### src/rtl/fetch_pkg.sv
// rtl/fetch_pkg.sv - shared types for the instruction-fetch stage
package fetch_pkg;

    localparam int          XLEN_DEF         = 64;
    localparam logic [63:0] DEFAULT_RESET_PC = 64'h8000_0000;

    typedef logic [31:0]         word_t;
    typedef logic [XLEN_DEF-1:0] addr_t;

    typedef enum logic [1:0] {
        NOERROR       = 2'd0,
        INSTRACCESS   = 2'd1,
        INSTRMISALIGN = 2'd2
    } fetch_err_t;

    typedef struct packed {
        logic       valid;
        addr_t      pc;
        word_t      raw_instr;
        fetch_err_t error;
    } fetch_data_t;

    typedef enum logic [1:0] {
        FETCH,
        HOLD,
        DISCARD,
        WAIT_FLUSH
    } fetch_state_t;

    typedef struct packed {
        addr_t pc;
        word_t instr;
    } skid_entry_t;

endpackage

### src/rtl/fetch_skid.sv
// rtl/fetch_skid.sv - single-entry buffer for a word returned while decode is stalled
module fetch_skid import fetch_pkg::*; (
    input  logic        clk,
    input  logic        reset,
    input  logic        load,
    input  logic        clear,
    input  skid_entry_t load_entry,
    output logic        full,
    output skid_entry_t entry
);

    always_ff @(posedge clk or negedge reset) begin
        if (!reset) begin
            full  <= 1'b0;
            entry <= '0;
        end else if (load) begin
            full  <= 1'b1;
            entry <= load_entry;
        end else if (clear) begin
            full  <= 1'b0;
        end
    end

endmodule

### src/rtl/fetch.sv
// rtl/fetch.sv - instruction-fetch stage: owns the PC, drives the instruction bus, feeds decode
module fetch import fetch_pkg::*; #(
    parameter logic [63:0] RESET_PC = DEFAULT_RESET_PC,
    parameter int          XLEN     = XLEN_DEF
) (
    input  logic            clk,
    input  logic            reset,
    input  logic            stopd,
    input  logic            stope,
    input  logic            stopm,
    input  logic            branch,
    input  logic [XLEN-1:0] branch_pc,
    input  logic            flushde,
    input  logic [XLEN-1:0] flush_pc,
    output logic            ireq_valid,
    output logic [XLEN-1:0] ireq_addr,
    input  logic            iresp_data_ok,
    input  logic [31:0]     iresp_data,
    output fetch_data_t     dataF
);

    fetch_state_t    state;
    logic [XLEN-1:0] pc;
    logic [XLEN-1:0] pending;
    logic [XLEN-1:0] target;
    logic            running;
    logic            stall;
    logic            br_eff;
    logic            redirect;
    logic            ok;
    logic            skid_load;
    logic            skid_clear;
    logic            skid_full;
    skid_entry_t     skid_entry;

    assign stall    = stopd | stope | stopm;
    assign br_eff   = branch & ~stope & ~stopm;
    assign redirect = flushde | br_eff;
    assign target   = flushde ? flush_pc : branch_pc;

    // running keeps the bus quiet until the first clock after reset release
    assign ireq_valid = running & (((state == FETCH) & (pc[1:0] == 2'b00)) | (state == DISCARD));
    assign ireq_addr  = pc;
    assign ok         = ireq_valid & iresp_data_ok;

    assign skid_load  = (state == FETCH) & ok & ~redirect & stall;
    assign skid_clear = (state == HOLD) & (redirect | ~stall);

    fetch_skid u_skid (
        .clk        (clk),
        .reset      (reset),
        .load       (skid_load),
        .clear      (skid_clear),
        .load_entry ('{pc: pc, instr: iresp_data}),
        .full       (skid_full),
        .entry      (skid_entry)
    );

    always_ff @(posedge clk or negedge reset) begin
        if (!reset) begin
            state   <= FETCH;
            pc      <= RESET_PC;
            pending <= '0;
            running <= 1'b0;
            dataF   <= '0;
        end else begin
            running <= 1'b1;
            // decode advancing or a flush retires the current entry; later writes override
            if (flushde || !stall) dataF.valid <= 1'b0;
            case (state)
                FETCH: begin
                    if (ok) begin
                        if (redirect) begin
                            pc <= target;
                        end else begin
                            pc <= pc + XLEN'(4);
                            if (stall) state <= HOLD;
                            else dataF <= '{valid: 1'b1, pc: pc, raw_instr: iresp_data, error: NOERROR};
                        end
                    end else if (redirect) begin
                        if (ireq_valid) begin
                            pending <= target;
                            state   <= DISCARD;
                        end else begin
                            pc <= target;
                        end
                    end else if (pc[1:0] != 2'b00 && !stall) begin
                        dataF <= '{valid: 1'b1, pc: pc, raw_instr: 32'h0, error: INSTRMISALIGN};
                        state <= WAIT_FLUSH;
                    end
                end
                HOLD: begin
                    if (redirect) begin
                        pc    <= target;
                        state <= FETCH;
                    end else if (!stall) begin
                        dataF <= '{valid: skid_full, pc: skid_entry.pc,
                                   raw_instr: skid_entry.instr, error: NOERROR};
                        state <= FETCH;
                    end
                end
                DISCARD: begin
                    if (ok) begin
                        pc    <= redirect ? target : pending;
                        state <= FETCH;
                    end else if (redirect) begin
                        pending <= target;
                    end
                end
                WAIT_FLUSH: begin
                    if (redirect) begin
                        pc    <= target;
                        state <= FETCH;
                    end
                end
                default: state <= FETCH;
            endcase
        end
    end

endmodule
### config.mk
export PLATFORM = sky130hd
export DESIGN_NAME = fetch
export DESIGN_NICKNAME = d
export VERILOG_FILES = /design/src/rtl/fetch_pkg.sv /design/src/rtl/fetch_skid.sv /design/src/rtl/fetch.sv
export SDC_FILE = /design/constraint.sdc
export NUM_CORES = 1
export LEC_CHECK = 0
export ABC_AREA = 0
export BUFFER_PORTS_ARGS = -buffer_cell sky130_fd_sc_hd__buf_2
export CAP_MARGIN = 20
export CORE_MARGIN = 2
export CORE_UTILIZATION = 35
export DETAILED_ROUTE_END_ITERATION = 8
export HOLD_SLACK_MARGIN = 0.03
export PLACE_DENSITY = 0.65
export SYNTH_ARGS = -nofsm -noshare
export SYNTH_HDL_FRONTEND = slang
export SYNTH_SLANG_ARGS = --single-unit
### constraint.sdc
create_clock -name clk -period 4.9 [get_ports clk]
set_input_delay 0.49 -clock clk [delete_from_list [all_inputs] [get_ports clk]]
set_output_delay 0.49 -clock clk [all_outputs]
set_load 0.01 [all_outputs]
==> results of run 1 <==
[layout make-up]
cell class	instances	area, um^2
well taps	615	769
clock buffers	56	1150
multi-input cells	1157	7880
fillers	4651	27500
inverters	71	267
repair buffers	360	1950
diodes	1	2.50
clock inverters	13	124
flip-flops and latches	326	8160
[sequential cells by signal, indices dropped and copies added, names as in the netlist]
| name | cells |
|---|---|
| state | 2 |
| running | 1 |
| dataF | 98 |
| u_skid.full | 1 |
| pending | 64 |
| ireq_addr | 64 |
| u_skid.entry | 96 |
[logic make-up after synthesis]
family	synth area share
other	0.000442
buffers and inverters	0.0590
xor gates and xnor gates	0.00825
muxes	0.114
DFF	0.480
adders and majority gates	0.000737
AOI/OAI and AO/OA	0.215
and+or+nand+nor	0.123
[cell usage after synthesis, drive strengths merged, types with 10 or more instances]
| cell | count |
|---|---|
| nor2 | 89 |
| nand3 | 44 |
| a31oi | 18 |
| o2bb2ai | 14 |
| and3 | 17 |
| o21ai | 163 |
| o31ai | 10 |
| nand4 | 23 |
| mux2i | 49 |
| dfrtp | 325 |
| a221oi | 21 |
| inv | 71 |
| nand2 | 180 |
| mux2 | 128 |
| a22o | 15 |
| a22oi | 42 |
| a211oi | 19 |
| clkbuf | 75 |
| a21oi | 72 |
| nor3 | 27 |
| buf | 67 |
| a222oi | 62 |
| and4 | 12 |
[metrics by stage]
stage | setup slack (ns) | hold slack (ns)
3_3_place_gp | 1.55 | 0.456
5_1_grt | 1.63 | 0.0618
2_1_floorplan | 2.68 | 0.194
6_report | 1.81 | -0.0470
3_5_place_dp | 1.54 | 0.465
4_1_cts | 1.87 | 0.0558
[path summary, 6_finish.rpt]
path                                                     end  slack [ns]
worst min register to register         dataF[12]$_DFFE_PN0P_        0.47
worst max register to register     ireq_addr[63]$_DFFE_PN0P_        1.81
worst min-delay path                   dataF[19]$_DFFE_PN0P_       -0.05
max in group asynchronous              dataF[38]$_DFFE_PN0P_        3.58
worst max-delay path               ireq_addr[63]$_DFFE_PN0P_        1.81
min in group clk                u_skid.entry[25]$_DFFE_PN0P_        0.18
[metal layers]
| layer | share of wire | routed length, um | track usage | vias to the layer above |
|---|---|---|---|---|
| li1 | - | - | - | 6874 |
| met2 | 0.45 | 25800 | 0.350 | 734 |
| met1 | 0.44 | 24800 | 0.304 | 7542 |
| met5 | 0.00014 | 8 | 0 | - |
| met4 | 0.026 | 1490 | 0.0694 | 2 |
| met3 | 0.081 | 4610 | 0.0438 | 101 |
[power groups by stage]
| stage | clock network (uW) | logic [uW] | registers, uW |
|---|---|---|---|
| final | 2900 | 4370 | 5180 |
| after global routing | 3080 | 4810 | 5340 |
| after CTS | 2970 | 4380 | 5140 |
| after detailed placement | 0 | 4360 | 5180 |
| after global placement | 0 | 4240 | 5130 |
| after floorplan | 0 | 2850 | 4880 |
==> results.toml, run 1 <==
[status]
outcome = "complete, but fails checks"
violations = "negative hold slack"

[logic_synthesis]
yosysTopAreaCell = "dfrtp_1"
synth_seq_cells = 326
synthArstFlopShare = 1.00
post-synth-top-area-fraction = 0.479
ys_types = 84
syn_nets = 1865
synth.area.top_cells = "dfrtp_1 48%, mux2_2 8.5%, o21ai_0 4.7%, nand2_1 4.0%, a222oi_1 3.7%"
synthCells = 1696
yosysWarnings = 0
syn_area_um2 = 17000
synth.avg_cell_area_um2 = 10.0
synth_ff_type = "dfrtp_1"
synth_edf_count = 0
yosysSeqAreaShare = 0.480

[setup_path]
crit_start = "state[1]$_DFFE_PN0P_"
setup.worst_path.start_class = "flip-flop"
critical_path.top_delay_family = "compound AO/OA/AOI/OAI gates"
r2r_cells = 7
slowest_stage = "o21a_2"
max_stage_delay_ns = 0.74
worstPathCellList = "o21bai_1 > nand2_1 > o21a_2 > buf_4 > a221oi_1 > o21ai_0 > o221a_2"
rr_startpoint = "state[1]$_DFFE_PN0P_"
cp.arrival_ns = 3.58
path_max_fanout = 43
path_class = "reg2reg"
critPathBufInv = 1
endpoint_kind = "flip-flop"
cp.depth = 7
cp_data_required_time_ns = 5.40

[sta]
finalMaxSlewViolations = 0
grt_setup_unrepaired = "false"
worst_slew_pin_slew_ns = 1.11
hold_viol = 15
setup_viol = 0
relSlewSlack = 0.262
finalClockSkew_ns = 0.0231
final.period_utilization = 0.630
final.hold.worst_slack_ns = -0.0470
tns_ns = 0
clock.fmax_mhz = 324
min_period_ns = 3.09

[detailed_routing]
postRouteAntennaNets = 0
first_iter_violations = 1662
route.detailed.drc = 0
routed_wl_um = 56800
avgRoutedWirePerCell_um = 21.8
viasPerCell = 5.87
vias = 15300
dr.pass1.iters = 7

[floorplan]
start_util = 0.355
ioPinCount = 332
coreArea_um2 = 47800
die_x_um = 224
row_count = 80
die_area_um2 = 50300
die_h_um = 224

[clocking]
clock-sinks = 326
cts_made_buffers = 38
cts-resized-gates = 0
root_buffer = "clkbuf_16"
postCtsSetupRepairBufs = 0
cts_tree = "yes"
ctsHoldBuffers = 0
path_clk_slew_ns = 0.06
cts_buffer_depth = 3
htree_num_levels = 2
clock_latency_ns = 0.56

[global_route]
antenna_found_initial = 2
grt_use_total = 0.221
grt_max_degree = 125
grt_first_pass_wirelength_um = 86900
grt_overflow = 0
grt_pass1_vias = 14800

[cells_and_area]
fin_nets = 2123
synthToLayoutAreaGrowth_pct = 19.6
final_util = 0.424
mostFrequentLayoutCells = "328 x buf_2, 323 x dfrtp_1, 180 x nand2_1"
instances_no_fill = 2599
final_cell_area_um2 = 20300
layout_commonest_cell = "buf_2"
final_layout_size_suffix_gt1_frac = 0.295

[power_and_ir_drop]
powerDensity_nw_per_um2 = 613
switching_share = 0.395
intPower_uw = 7530
irDropWorstVdd_uv = 293
power_frac_comb = 0.351
power.share.clock = 0.233
seq_power_share = 0.416
p_total_uw = 12500
p_leak_uw = 0.00932
switchingPower_uw = 4930

[min_path]
hp-class = "in2async"

[placed_design]
dp_hpwl_um = 38200
postPlaceCellArea_um2 = 19000
gp_congestion = 0.838
placedCellCount = 2529
port_buffers = 330

[job]
drv_cap = 0
No activity file was read; power rests on OpenSTA's default activity.
==> inputs of run 2 (changes only) <==
PLACE_DENSITY = 0.67   (was 0.65)
clock period = 2.69 ns   (was 4.9 ns; I/O delays follow)
==> results.toml, run 2 (same netlist as run 1, synthesis figures left out) <==
[status]
outcome = "finished, final reports clean"

[clocking]
cts_tree = "yes"
cts_buffer_depth = 3
cts-resized-gates = 0
root_buffer = "clkbuf_16"
path_clk_slew_ns = 0.06
clock_latency_ns = 0.56
htree_num_levels = 2
cts_made_buffers = 41
clock-sinks = 326

[cells_and_area]
fillers = 4488
largest_reg_flops = 98
final_util = 0.446
layout_commonest_cell = "buf_2"
fin_nets = 2223
largest-register = "dataF"
insertedDiodeCount = 0
synthToLayoutAreaGrowth_pct = 25.6
mostFrequentLayoutCells = "328 x buf_2, 323 x dfrtp_1, 180 x nand2_1"
final_cell_area_um2 = 21300
reg_top3 = "dataF: 98 flops, u_skid.entry: 96 flops"
final_layout_size_suffix_gt1_frac = 0.313

[setup_path]
r2r_cells = 9
endpoint_kind = "flip-flop"
r2r_slack_ns = 0.23
path_max_fanout = 8
cp.arrival_ns = 2.94
rr_startpoint = "ireq_addr[2]$_DFFE_PN0P_"
reg2reg_to = "ireq_addr[60]$_DFFE_PN0P_"
path_class = "reg2reg"
cp_data_required_time_ns = 3.17
setup.worst_path.start_class = "flip-flop"

[detailed_routing]
route.detailed.drc = 0
routed_wl_um = 58800
avgRoutedWirePerCell_um = 21.8
viasPerCell = 5.84
first_iter_violations = 1696
vias = 15700
dr.pass1.iters = 7
postRouteAntennaNets = 0

[global_route]
grt_max_degree = 82
antenna_found_initial = 0
grt_overflow = 0
grt_use_total = 0.229
grt_first_pass_wirelength_um = 90100
grt_pass1_vias = 15500

[placed_design]
gp_congestion = 0.883
pre_cts_ws_ns = 0.207
port_buffers = 330
postPlaceCellArea_um2 = 19600
dp_hpwl_um = 40300

[sta]
grt_setup_unrepaired = "false"
min_period_ns = 2.46
hold_viol = 0
setup_slack_ns = 0.231
finalMaxSlewViolations = 0
tns_ns = 0
finalClockSkew_ns = 0.0204
relSlewSlack = 0.420
final.period_utilization = 0.914
setup_viol = 0
clock.fmax_mhz = 407
worst_slew_pin_slew_ns = 0.864
final.hold.worst_slack_ns = 0.0916

[floorplan]
die_area_um2 = 50300
die_h_um = 224
start_util = 0.355
coreArea_um2 = 47800
row_count = 80
ioPinCount = 332
die_x_um = 224

[power_and_ir_drop]
p_leak_uw = 0.00986
powerDensity_nw_per_um2 = 1100
irDropWorstVdd_uv = 499

[min_path]
hp-class = "in2reg"
min_path_cells = 3
hold_start = "branch_pc[47]"
holdPathEnd = "pending[47]$_DFFE_PN0P_"

[job]
drv_cap = 0
run 2: worst max-delay path by stage:
stage / end / cells past startpoint / startpoint / slack (ns)
after CTS: ireq_addr[60]$_DFFE_PN0P_ / 8 / ireq_addr[2]$_DFFE_PN0P_ / 0.17
after global placement: ireq_addr[60]$_DFFE_PN0P_ / 8 / ireq_addr[2]$_DFFE_PN0P_ / 0.29
after floorplan: ireq_addr[42]$_DFFE_PN0P_ / 7 / ireq_addr[2]$_DFFE_PN0P_ / 0.47
final: ireq_addr[60]$_DFFE_PN0P_ / 9 / ireq_addr[2]$_DFFE_PN0P_ / 0.23
after detailed placement: ireq_addr[60]$_DFFE_PN0P_ / 8 / ireq_addr[2]$_DFFE_PN0P_ / 0.21
after global routing: ireq_addr[55]$_DFFE_PN0P_ / 6 / ireq_addr[20]$_DFFE_PN0P_ / 0.09
run 2: worst max-delay path, cell delays in order (launching register included):
cell	delay [ns]
dfrtp_1	0.48
ha_1	0.28
nand4_1	0.11
buf_4	0.19
nor4_1	0.25
buf_4	0.18
nand4_1	0.30
o31ai_1	0.33
o21ai_0	0.13
a21oi_1	0.14
run 2: per-stage QoR:
stage	total power, uW	instances
5_1_grt	25000	2695
3_5_place_dp	17800	2591
3_3_place_gp	17500	2591
6_report	23600	2695
2_1_floorplan	14100	1696
4_1_cts	23600	2694
run 2: cell type report:
type                       count  area, um^2  share of cell area
clock buffer                  55        1180              0.0553
clock inverter                14         181             0.00851
inverter                      71         267              0.0125
multi-input combinational   1157        7880               0.369
sequential                   326        8160               0.383
tap                          615         769              0.0361
timing repair buffer         457        2890               0.136
run 2: power breakdown:
group / internal [uW] / switching (uW)
combinational: 3820 / 4960
clock: 3440 / 2170
sequential: 7080 / 2080
total: 14300 / 9210
run 2: per-layer routing:
| layer | track usage | share of wire | vias up |
|---|---|---|---|
| li1 | - | - | 7076 |
| met1 | 0.309 | 0.42 | 7723 |
| met2 | 0.364 | 0.46 | 805 |
| met3 | 0.0456 | 0.086 | 135 |
| met4 | 0.0867 | 0.036 | 0 |
| met5 | 0 | 0 | - |
run 2: repair_timing:
action,CTS,global route
endpoints found under the setup margin,0,1
hold buffers,34,0
hold endpoints to repair,122,0
buffers inserted,0,1
